--- src/rtl/qpsk_pkg.sv ---
// Shared types and constants for the QPSK symbol source.
// Used by qpsk_sym_gen and prbs15_lfsr.
package qpsk_pkg;

    typedef enum logic [1:0] {ST_IDLE, ST_PRE, ST_PAY, ST_GAP} state_e;
    typedef logic [1:0] sym_t;

    // PRBS15, x^15 + x^14 + 1: taps at state bits 14 and 13
    localparam int          PRBS_W        = 15;
    localparam int          PRBS_TAP_A    = 14;
    localparam int          PRBS_TAP_B    = 13;
    localparam logic [14:0] PRBS_SEED_DEF = 15'h7FFF;

    localparam logic [31:0] PRE_PAT_DEF   = 32'h1ACF_FC1D;

    // Dibit k of a 32-bit pattern, MSB first
    function automatic sym_t pre_sym(input logic [31:0] pat, input logic [3:0] k);
        logic [4:0] sh;
        sh = 5'd30 - {k, 1'b0};
        return sym_t'(pat >> sh);
    endfunction

endpackage

--- src/rtl/prbs15_lfsr.sv ---
// Fibonacci PRBS15 generator stepping two bits per request; dibit_o shows
// the next two output bits (first bit in dibit_o[1]).
module prbs15_lfsr
    import qpsk_pkg::*;
(
    input  logic        clk_i,
    input  logic        rst_i,
    input  logic        load_i,
    input  logic [14:0] seed_i,
    input  logic        step2_i,
    output logic [1:0]  dibit_o
);

    logic [PRBS_W-1:0] s_q, s_d, s1;

    assign s1 = {s_q[PRBS_W-2:0], s_q[PRBS_TAP_A] ^ s_q[PRBS_TAP_B]};

    always_comb begin
        s_d = s_q;
        if (load_i)
            s_d = seed_i;
        else if (step2_i)
            s_d = {s1[PRBS_W-2:0], s1[PRBS_TAP_A] ^ s1[PRBS_TAP_B]};
    end

    always_ff @(posedge clk_i) begin
        if (rst_i) s_q <= seed_i;
        else       s_q <= s_d;
    end

    // After one shift, the new s[14] is the old s[13]
    assign dibit_o = {s_q[PRBS_TAP_A], s_q[PRBS_TAP_B]};

endmodule

--- src/rtl/qpsk_sym_gen.sv ---
// Framed QPSK dibit source: preamble, PRBS15 payload, idle gap, paced by an
// internal symbol strobe. Define QPSK_DIFF_ENC_EN for differential encoding.
module qpsk_sym_gen
    import qpsk_pkg::*;
#(
    parameter int unsigned SYM_DIV   = 1200,
    parameter int unsigned PRE_LEN   = 16,
    parameter logic [31:0] PRE_PAT   = PRE_PAT_DEF,
    parameter int unsigned PAY_LEN   = 240,
    parameter int unsigned GAP_LEN   = 8,
    parameter logic [14:0] PRBS_SEED = PRBS_SEED_DEF
) (
    input  logic       clk_i,
    input  logic       rst_i,
    input  logic       en_i,
    output logic [1:0] sym_data_o,
    output logic       sym_valid_o,
    output logic       frame_start_o,
    output logic       busy_o,
    output logic [7:0] sym_idx_o
);

    localparam int CNT_W = $clog2(SYM_DIV);

    logic [CNT_W-1:0] cnt_q;
    logic             tick;

    assign tick = (cnt_q == CNT_W'(SYM_DIV - 1));

    always_ff @(posedge clk_i) begin
        if (rst_i)     cnt_q <= '0;
        else if (tick) cnt_q <= '0;
        else           cnt_q <= cnt_q + 1'b1;
    end

    state_e      state_q, state_d;
    logic [15:0] ph_q, ph_d;
    sym_t        data_q, data_d, raw, enc, lfsr_dibit;
    logic        valid_q, fs_q, fs_d;
    logic        issue, frame_end, lfsr_load, lfsr_step;

    always_comb begin
        state_d   = state_q;
        ph_d      = ph_q;
        raw       = 2'b00;
        issue     = 1'b0;
        fs_d      = 1'b0;
        frame_end = 1'b0;
        lfsr_load = 1'b0;
        lfsr_step = 1'b0;
        if (tick) begin
            unique case (state_q)
                ST_IDLE: frame_end = 1'b1;
                ST_PRE: begin
                    issue = 1'b1;
                    if (ph_q == 16'(PRE_LEN - 1)) begin
                        state_d   = ST_PAY;
                        ph_d      = '0;
                        raw       = lfsr_dibit;
                        lfsr_step = 1'b1;
                    end else begin
                        ph_d = ph_q + 16'd1;
                        raw  = pre_sym(PRE_PAT, ph_q[3:0] + 4'd1);
                    end
                end
                ST_PAY: begin
                    if (ph_q == 16'(PAY_LEN - 1)) begin
                        if (GAP_LEN != 0) begin
                            state_d = ST_GAP;
                            ph_d    = '0;
                            issue   = 1'b1;
                        end else begin
                            frame_end = 1'b1;
                        end
                    end else begin
                        ph_d      = ph_q + 16'd1;
                        issue     = 1'b1;
                        raw       = lfsr_dibit;
                        lfsr_step = 1'b1;
                    end
                end
                ST_GAP: begin
                    if (ph_q == 16'(GAP_LEN - 1)) begin
                        frame_end = 1'b1;
                    end else begin
                        ph_d  = ph_q + 16'd1;
                        issue = 1'b1;
                    end
                end
            endcase
        end
        // Frame boundary: start a new frame if enabled, otherwise park in IDLE
        // leaving the last symbol and index on the outputs.
        if (frame_end) begin
            if (en_i) begin
                state_d   = ST_PRE;
                ph_d      = '0;
                issue     = 1'b1;
                raw       = pre_sym(PRE_PAT, 4'd0);
                fs_d      = 1'b1;
                lfsr_load = 1'b1;
            end else begin
                state_d = ST_IDLE;
            end
        end
    end

`ifdef QPSK_DIFF_ENC_EN
    sym_t acc_q;

    // Accumulated phase restarts from 0 at every frame start
    assign enc = (fs_d ? 2'b00 : acc_q) + raw;

    always_ff @(posedge clk_i) begin
        if (rst_i)      acc_q <= 2'b00;
        else if (issue) acc_q <= enc;
    end
`else
    assign enc = raw;
`endif

    assign data_d = issue ? enc : data_q;

    always_ff @(posedge clk_i) begin
        if (rst_i) begin
            state_q <= ST_IDLE;
            ph_q    <= '0;
            data_q  <= 2'b00;
            valid_q <= 1'b0;
            fs_q    <= 1'b0;
        end else begin
            state_q <= state_d;
            ph_q    <= ph_d;
            data_q  <= data_d;
            valid_q <= issue;
            fs_q    <= fs_d;
        end
    end

    prbs15_lfsr u_lfsr (
        .clk_i   (clk_i),
        .rst_i   (rst_i),
        .load_i  (lfsr_load),
        .seed_i  (PRBS_SEED),
        .step2_i (lfsr_step),
        .dibit_o (lfsr_dibit)
    );

    assign sym_data_o    = data_q;
    assign sym_valid_o   = valid_q;
    assign frame_start_o = fs_q;
    assign busy_o        = (state_q != ST_IDLE);
    assign sym_idx_o     = ph_q[7:0];

endmodule

--- config.mk ---
export PLATFORM = sky130hd
export DESIGN_NAME = qpsk_sym_gen
export DESIGN_NICKNAME = d
export VERILOG_FILES = /design/src/rtl/qpsk_pkg.sv /design/src/rtl/prbs15_lfsr.sv /design/src/rtl/qpsk_sym_gen.sv
export SDC_FILE = /design/constraint.sdc
export NUM_CORES = 1
export LEC_CHECK = 0
export BUFFER_PORTS_ARGS = -buffer_cell sky130_fd_sc_hd__buf_2
export CAP_MARGIN = 20
export CORE_ASPECT_RATIO = 1.25
export CORE_MARGIN = 10
export CORE_UTILIZATION = 50
export DETAILED_ROUTE_END_ITERATION = 12
export PLACE_DENSITY_LB_ADDON = 0.1
export REMOVE_ABC_BUFFERS = 1
export SYNTH_ARGS = -nofsm -noshare
export SYNTH_HDL_FRONTEND = slang
export SYNTH_SLANG_ARGS = --single-unit
--- constraint.sdc ---
create_clock -name clk_i -period 6.2 [get_ports clk_i]
set_clock_uncertainty 0.1 [all_clocks]
set_input_delay 1.24 -clock clk_i [delete_from_list [all_inputs] [get_ports clk_i]]
set_output_delay 1.24 -clock clk_i [all_outputs]
set_load 0.1 [all_outputs]
==> flow_summary.ini, run 1 <==
[status]
outcome = finished clean

[synth]
ys.flop_type = dfxtp_1
yosysUniqueCellTypes = 47
yosysSeqAreaShare = 0.374
async_flop_share = 0
yosysWarnings = 0
synth.avg_cell_area_um2 = 8.65
synth-seq-cells = 48
synth_area_um2 = 2570
synth.area.top_cells = dfxtp_1, mux2i_1, nand2_1
synth_edf_count = 0
yosys.area.top_type_share = 0.374
syn_inst = 297
synth_top_cell_by_area = dfxtp_1

[clock_network]
cts_buffers = 5
post-cts-setup-buffer-count = 0
cts_tree = built
cts_sinks = 48
clockRootBuffer = clkbuf_8
htreeDepth = 2
cts_buffer_depth = 2
clk_latency_ns = 0.30
clk_pin_slew_ns = 0.09
cts-hold-fix-buffers = 0
cts_resized = 0

[setup_path]
worstSetupPathType = register to register
critPathRequiredTime_ns = 6.29
end_kind = register
arrival_ns = 3.16
crit_fanout = 15
startpoint_type = register

[sta]
tightest_slew_ns = 0.955
final.min_clock_period_ns = 3.07
max_freq_mhz = 326
rsz0062_at_grt = no
slew_headroom = 0.361
hold_violations = 0
timing.hold.ws_ns = 0.370
slew_viol_final = 0
setup_viol = 0
setup_tns_ns = 0
fin_crit_sh = 0.494

[route]
drt_iter0_markers = 100
vias = 2052
drc = 0
drt-wirelength-per-cell_um = 14.1
antenna_left = 0
dr.pass1.iters = 4
wl_um = 5100
viasPerCell = 5.67

[layout]
multi_input_area_um2 = 1430
drive_gt1_frac = 0.120
synthToLayoutAreaGrowth_pct = 4.87
fill_cells = 507
antenna_cells = 0
layout_common_cells = dfxtp_1, nand2_1, nor2_1
fin_nets = 311
final_core_util = 0.534
final_common_cell = dfxtp_1
seq_area_um2 = 961

[global_routing]
track_usage = 0.125
grt_pass1_vias = 1988
grt_pass1_wl_um = 9160
grt-ovfl-total = 0
antenna_found_initial = 0
grt_max_degree = 17

[floorplan]
initial_core_util = 0.510
die_h_um = 100
num_io_pins = 16
die-area_um2 = 8430
core_area_um2 = 5040
fp.dieW_um = 84.1
rows = 29

[placement]
port_buffers = 15
dpl.hpwl_um = 3680
gp_congestion = 0.814

[pwr]
finalPower_mw = 0.512
power_density_nw_per_um2 = 190
leakagePower_nw = 0.909
ir_worst_vdd_mv = 0.147

[worst_hold_path]
worst_hold_path_type = register to register

[flow_run]
maxCapViolCount = 0
[area by class of cell]
cell class | instances | area share
multi-input combinational | 213 | 0.529
clock inverter | 3 | 0.00836
inverter | 15 | 0.0209
clock buffer | 5 | 0.0255
tap | 62 | 0.0288
sequential | 48 | 0.357
timing repair buffer | 16 | 0.0306
[metal layers]
metal / GRT usage / routed length (um) / up-vias
met2: 0.206 / 2370 / 17
li1: - / - / 1068
met1: 0.153 / 2520 / 962
met4: 0.0452 / 52 / 0
met5: 0 / 0 / -
met3: 0.0332 / 163 / 5
[worst paths after layout]
| check | from | endpoint | slack, ns | depth (start not counted) |
|---|---|---|---|---|
| worst max-delay path | ph_q[9] | u_lfsr.s_q[4] | 3.13 | 5 |
| worst min-delay path | cnt_q[0] | cnt_q[0] | 0.37 | 1 |
| worst max register to register | ph_q[9] | u_lfsr.s_q[4] | 3.13 | 5 |
| worst min register to register | cnt_q[0] | cnt_q[0] | 0.37 | 1 |
[critical path, cell delays in order, from the launching register on]
cell and delay, ns:
dfxtp_1 0.38, or4_1 0.68, or4_4 0.61, a211oi_4 0.84, mux2i_1 0.29, nand2_1 0.07
[power by group]
| group | total, mW | internal, mW | switching [mW] |
|---|---|---|---|
| Combinational | 0.0107 | 0.00359 | 0.00707 |
| Sequential | 0.311 | 0.310 | 0.00156 |
| Clock | 0.190 | 0.0809 | 0.109 |
| Total | 0.512 | 0.394 | 0.118 |
[through the flow]
stage | area [um2] | std cells | setup slack [ns]
3_5_place_dp | 2600 | 354 | 3.15
5_1_grt | 2700 | 362 | 2.97
6_report | 2700 | 362 | 3.13
2_1_floorplan | 2440 | 276 | 2.86
4_1_cts | 2700 | 362 | 3.15
3_3_place_gp | 2600 | 354 | 3.19
[sequential cells by signal (all words and copies together), names as in the netlist]
register and count:
cnt_q 11, frame_start_o 1, ph_q 16, u_lfsr.s_q 15, sym_data_o 2, state_q 2, sym_valid_o 1
[Yosys cell counts (2+ instances only)]
library cell,n
mux2i_1,17
a21oi_1,18
nand3_1,18
o41ai_1,2
nor3_1,6
or4_4,3
nand2b_1,4
xnor2_1,2
nand3b_1,2
ha_1,9
clkbuf_1,8
o21a_1,2
nand4b_1,6
buf_4,9
xor2_1,10
a22oi_1,2
o211ai_1,10
a21o_1,2
nor2_1,22
dfxtp_1,48
or4_2,2
nor4_1,3
and3_1,4
o21ai_0,2
or3_1,2
nand2_1,34
or4_1,9
a31oi_1,2
nand4_1,7
inv_1,15
[logic make-up after synthesis]
kind of cell    after synthesis  synth area share
fa+ha+maj                     9            0.0438
simple gates                126             0.262
flops                        48             0.374
mux                          18            0.0706
buf+inv                      36            0.0711
compound gates               48             0.137
xor+xnor                     12            0.0409
Power figures use the tool's default switching activity.
==> run 2, diff against run 1 <==
--- a/config.mk
+++ b/config.mk
@@ -5,6 +5,7 @@
 export SDC_FILE = /design/constraint.sdc
 export NUM_CORES = 1
 export LEC_CHECK = 0
+export ABC_AREA = 1
 export BUFFER_PORTS_ARGS = -buffer_cell sky130_fd_sc_hd__buf_2
 export CAP_MARGIN = 20
 export CORE_ASPECT_RATIO = 1.25
==> constraint.sdc (replaced) <==
create_clock -name clk_i -period 2.6 [get_ports clk_i]
set_clock_uncertainty 0.1 [all_clocks]
set_input_delay 0.52 -clock clk_i [delete_from_list [all_inputs] [get_ports clk_i]]
set_output_delay 0.52 -clock clk_i [all_outputs]
set_load 0.1 [all_outputs]
==> flow_summary.ini, run 2 <==
[status]
outcome = finished clean

[placement]
gp_congestion = 0.934
port_buffers = 15
dpl.hpwl_um = 4680
dpl-instance-area_um2 = 2790

[sta]
hold_violations = 0
tightest_slew_ns = 0.641
slew_viol_final = 0
max_freq_mhz = 464
fin_crit_sh = 0.830
setup_tns_ns = 0
setup_viol = 0
slew_headroom = 0.569
timing.hold.ws_ns = 0.329
rsz0062_at_grt = no
final.min_clock_period_ns = 2.16

[clock_network]
post-cts-setup-buffer-count = 0
cts-hold-fix-buffers = 0
htreeDepth = 2
cts_buffers = 5
clk_pin_slew_ns = 0.10
cts_sinks = 48
clockRootBuffer = clkbuf_8
cts_tree = built
clk_latency_ns = 0.30
cts_buffer_depth = 2
cts_resized = 0

[setup_path]
crit_path_top_delay_cell = dfxtp_1
slowest_delay_ns = 0.44
end_kind = register
crit_family = simple AND/OR/NAND/NOR gates
cp_cell_sequence = ha_1, nand2_2, inv_2, nand2_2, inv_2, nand4_1, nand2_2, nand2_2, nand2_1, o21ai_0, nand2_1, nand2_1
critPathBufInv = 2
regToRegSetupSlack_ns = 0.44
worstSetupPathType = register to register
crit_fanout = 22
crit_top_cell = nand2_2
startpoint_type = register
critPathRequiredTime_ns = 2.70
arrival_ns = 2.26

[route]
antenna_left = 0
wl_um = 6140
highest-signal-layer = met4
vias = 2464
drt-wirelength-per-cell_um = 13.0
dr.pass1.iters = 4
drt_iter0_markers = 101
drc = 0
wl_met1_um = 2600
route.met2.wl_um = 3150
wl_met3_um = 206
viasPerCell = 5.20

[layout]
top_register = ph_q
final_core_util = 0.538
final_common_cell = nand2_1
top_regs = ph_q x16, u_lfsr.s_q x15, cnt_q x11
drive_gt1_frac = 0.124
fin_nets = 421
fin_area_um2 = 2910
synthToLayoutAreaGrowth_pct = 4.97
antenna_cells = 0
largest_register_ffs = 16
layout_common_cells = nand2_1, dfxtp_1, inv_1

[floorplan]
initial_core_util = 0.512
rows = 30
fp.dieW_um = 86.5
num_io_pins = 16
die-area_um2 = 8930
core_area_um2 = 5410
die_h_um = 103

[global_routing]
antenna_found_initial = 0
grt_pass1_wl_um = 10400
grt_max_degree = 23
track_usage = 0.142
grt_pass1_vias = 2301
grt-ovfl-total = 0

[worst_hold_path]
worst_hold_path_type = input port to register

[pwr]
p_comb_frac = 0.019
leakagePower_nw = 1.27
seq_power_share = 0.562
finalPower_mw = 1.32
p_int_mw = 1.04
ir_worst_vdd_mv = 0.316
power_switching_mw = 0.283
power_frac_clock = 0.419
power_density_nw_per_um2 = 454
swShare = 0.215

[flow_run]
maxCapViolCount = 0

[synth]
synth_edf_count = 0
synth-seq-cells = 48
synth_top_cell_by_area = dfxtp_1
yosysUniqueCellTypes = 31
async_flop_share = 0
ys.flop_type = dfxtp_1
yosys.area.top_type_share = 0.347
synth.most_common_cell = nand2_1
syn_inst = 403
synth_area_um2 = 2770
synth.avg_cell_area_um2 = 6.87
synthTopCellsByCount = nand2_1, dfxtp_1, inv_1
yosysWarnings = 0
synth.area.top_cells = dfxtp_1, nand2_1, nand3_1
yosysSeqAreaShare = 0.347
## run 2: changes by cell type after synthesis, sizes merged, moves of 6 or more
cell	previous run	this run
inv	15	51
nor2	22	54
o21ai	2	14
xor2	10	2
nand3	18	48
nand2	34	106
clkbuf	9	0
mux2i	17	0
or4	14	0
buf	12	18
nand4b	6	0
## run 2: power groups by stage
| stage | Combinational (mW) | Sequential, mW | Clock (mW) |
|---|---|---|---|
| 2_1_floorplan | 0.0173 | 0.758 | 0 |
| 3_3_place_gp | 0.0250 | 0.758 | 0 |
| 3_5_place_dp | 0.0256 | 0.758 | 0 |
| 4_1_cts | 0.0255 | 0.741 | 0.571 |
| 5_1_grt | 0.0288 | 0.742 | 0.601 |
| 6_report | 0.0252 | 0.741 | 0.553 |
## run 2: logic make-up after synthesis
| logic type | count (synthesis) | share of synthesized area |
|---|---|---|
| simple gates | 226 | 0.378 |
| buf+inv | 69 | 0.123 |
| flops | 48 | 0.347 |
| compound gates | 47 | 0.0976 |
| fa+ha+maj | 9 | 0.0407 |
| xor+xnor | 4 | 0.0127 |
## run 2: final timing paths
kind         depth (start not counted)             to      from
max reg2reg                         12  u_lfsr.s_q[0]   ph_q[1]
max                                 12  u_lfsr.s_q[0]   ph_q[1]
min                                  2    sym_valid_o     rst_i
min reg2reg                          1       cnt_q[0]  cnt_q[0]
## run 2: area by class of cell
class,instances,area [um2]
clock buffer,5,68.8
inverter,51,194
multi-input combinational,286,1470
sequential,48,961
timing repair buffer,17,90.1
fill,564,2500
clock inverter,3,46.3
tap,64,80.1
## run 2: routing by layer
metal / up-vias / global-route usage
met2: 45 / 0.256
met1: 1116 / 0.157
li1: 1288 / -
met3: 15 / 0.0274
met5: - / 0
met4: 0 / 0.0662
## run 2: worst reg2reg max path: cells and delay by family, from the launching register on
kind                       cells  cell delay [ns]
and+or+nand+nor                8             0.99
DFF                            1             0.44
adders and majority gates      1             0.24
buffers and inverters          2             0.21
AOI/OAI and AO/OA              1             0.08
## run 2: through the flow
step / std cells / setup WS (ns)
CTS: 474 / 0.436
finish: 474 / 0.443
detailed placement: 466 / 0.465
global placement: 466 / 0.536
floorplan: 385 / -0.105
global route: 474 / 0.262
==> run 3, diff against run 2 <==
==> constraint.sdc (replaced) <==
create_clock -name clk_i -period 1.75 [get_ports clk_i]
set_clock_uncertainty 0.1 [all_clocks]
set_input_delay 0.35 -clock clk_i [delete_from_list [all_inputs] [get_ports clk_i]]
set_output_delay 0.35 -clock clk_i [all_outputs]
set_load 0.1 [all_outputs]
==> flow_summary.ini, run 3 (synthesis gave the netlist of run 2 again) <==
[route]
drt_iter0_markers = 108
wl_met3_um = 266
viasPerCell = 5.15
route.met2.wl_um = 3780
wl_um = 7260
antenna_left = 0
highest-signal-layer = met4
drc = 0
drt-wirelength-per-cell_um = 13.6
dr.pass1.iters = 4
wl_met1_um = 3070
vias = 2744

[sta]
tightest_slew_ns = 0.496
setup_tns_ns = 0
rsz0062_at_grt = yes
fin_crit_sh = 0.995
final.min_clock_period_ns = 1.74
setup_viol = 0
max_freq_mhz = 574
slew_viol_final = 0
slew_headroom = 0.672
hold_violations = 0
timing.hold.ws_ns = 0.141

[pwr]
leakagePower_nw = 1.74
finalPower_mw = 2.15
power_density_nw_per_um2 = 553
ir_worst_vdd_mv = 0.518

[layout]
layout_common_cells = nand2_1, buf_4, inv_1
top_register = ph_q
fill_cells = 429
drive_gt1_frac = 0.371
multi_input_area_um2 = 1790
largest_register_ffs = 16
seq_area_um2 = 971
fin_nets = 480
synthToLayoutAreaGrowth_pct = 40.6
antenna_cells = 0
final_common_cell = nand2_1
top_regs = ph_q x16, u_lfsr.s_q x15, cnt_q x11

[status]
outcome = finished clean

[setup_path]
end_kind = register
critPathRequiredTime_ns = 1.91
regToRegSetupSlack_ns = 0.009
arrival_ns = 1.90
reg2reg_depth = 12
critPathBufInv = 2
slowest_delay_ns = 0.37
crit_family = simple AND/OR/NAND/NOR gates
cp_cell_sequence = ha_4, nand2_4, nor2_4, inv_2, nor2_4, nand3_4, nand2_4, nand3_4, nand2_8, buf_12, nor2_1, nand2_1
crit_path_top_delay_cell = dfxtp_2
startpoint_type = register
worstSetupPathType = register to register
rr_startpoint = ph_q[1]
r2r-end = u_lfsr.s_q[0]
crit_fanout = 7

[flow_run]
maxCapViolCount = 0

[global_routing]
antenna_found_initial = 0
grt_pass1_vias = 2543
grt_pass1_wl_um = 11100
grt_max_degree = 23
track_usage = 0.150
grt-ovfl-total = 0

[floorplan]
die-area_um2 = 8930
fp.dieW_um = 86.5
initial_core_util = 0.512
num_io_pins = 16
core_area_um2 = 5410
rows = 30
die_h_um = 103

[clock_network]
cts_buffers = 5
clk_pin_slew_ns = 0.10
cts_tree = built
cts_buffer_depth = 2
clk_latency_ns = 0.31
htreeDepth = 2
clockRootBuffer = clkbuf_8
cts_sinks = 48

[worst_hold_path]
hp-start = rst_i
worst_hold_path_type = input port to register
worstHoldEndpoint = sym_valid_o
hold_depth = 2

[placement]
dpl.hpwl_um = 4730
gp_congestion = 0.907
port_buffers = 15
run 3: cell count changes in the layout (fill, tap and decap cells not counted), sizes merged:
cell	change
bufinv	+1
clkbuf	+9
clkinvlp	-1
buf	+50
run 3: cell type report:
cell class                      instances  area share
Clock buffer                            5      0.0177
Clock inverter                          3      0.0177
Inverter                               51      0.0518
Multi-Input combinational cell        286       0.459
Sequential cell                        48       0.250
Tap cell                               64      0.0206
Timing Repair Buffer                   76       0.184
run 3: through the flow:
stage	setup WS (ns)	instances	util	area, um2
after floorplan	-0.955	385	-	2620
after global placement	-0.00788	505	0.582	3150
after detailed placement	-0.0510	505	0.582	3150
after CTS	0.00413	519	0.628	3390
after global routing	-0.103	533	0.720	3890
final	0.00892	533	0.720	3890
run 3: how the worst max path moves through the flow:
stage	from	endpoint	slack, ns	cells past startpoint
2_1_floorplan	ph_q[1]	u_lfsr.s_q[0]	-0.95	12
3_3_place_gp	ph_q[0]	sym_data_o[0]	-0.008	13
3_5_place_dp	cnt_q[0]	ph_q[14]	-0.05	11
4_1_cts	ph_q[3]	sym_idx_o[3]	0.004	1
5_1_grt	ph_q[1]	u_lfsr.s_q[0]	-0.10	12
6_report	ph_q[1]	u_lfsr.s_q[0]	0.009	12
run 3: where the power goes:
group / internal [mW] / leakage, nW / switching (mW)
combinational: 0.0287 / 1.28 / 0.0373
sequential: 1.10 / 0.391 / 0.00561
clock: 0.575 / 0.0687 / 0.406
total: 1.70 / 1.74 / 0.449
run 3: what timing repair did:
action / in CTS / in global routing
gates resized for setup: 16 / 94
cloned: 1 / 4
hold buffers: 0 / 0
endpoints found under the setup margin: 21 / 45
setup buffers: 5 / 10
pin swaps: 7 / 30
run 3: per-layer routing:
metal  GRT usage  vias to the layer above
li1            -                     1418
met5           0                        -
met3      0.0298                        9
met2       0.266                       49
met4      0.0612                        0
met1       0.171                     1268
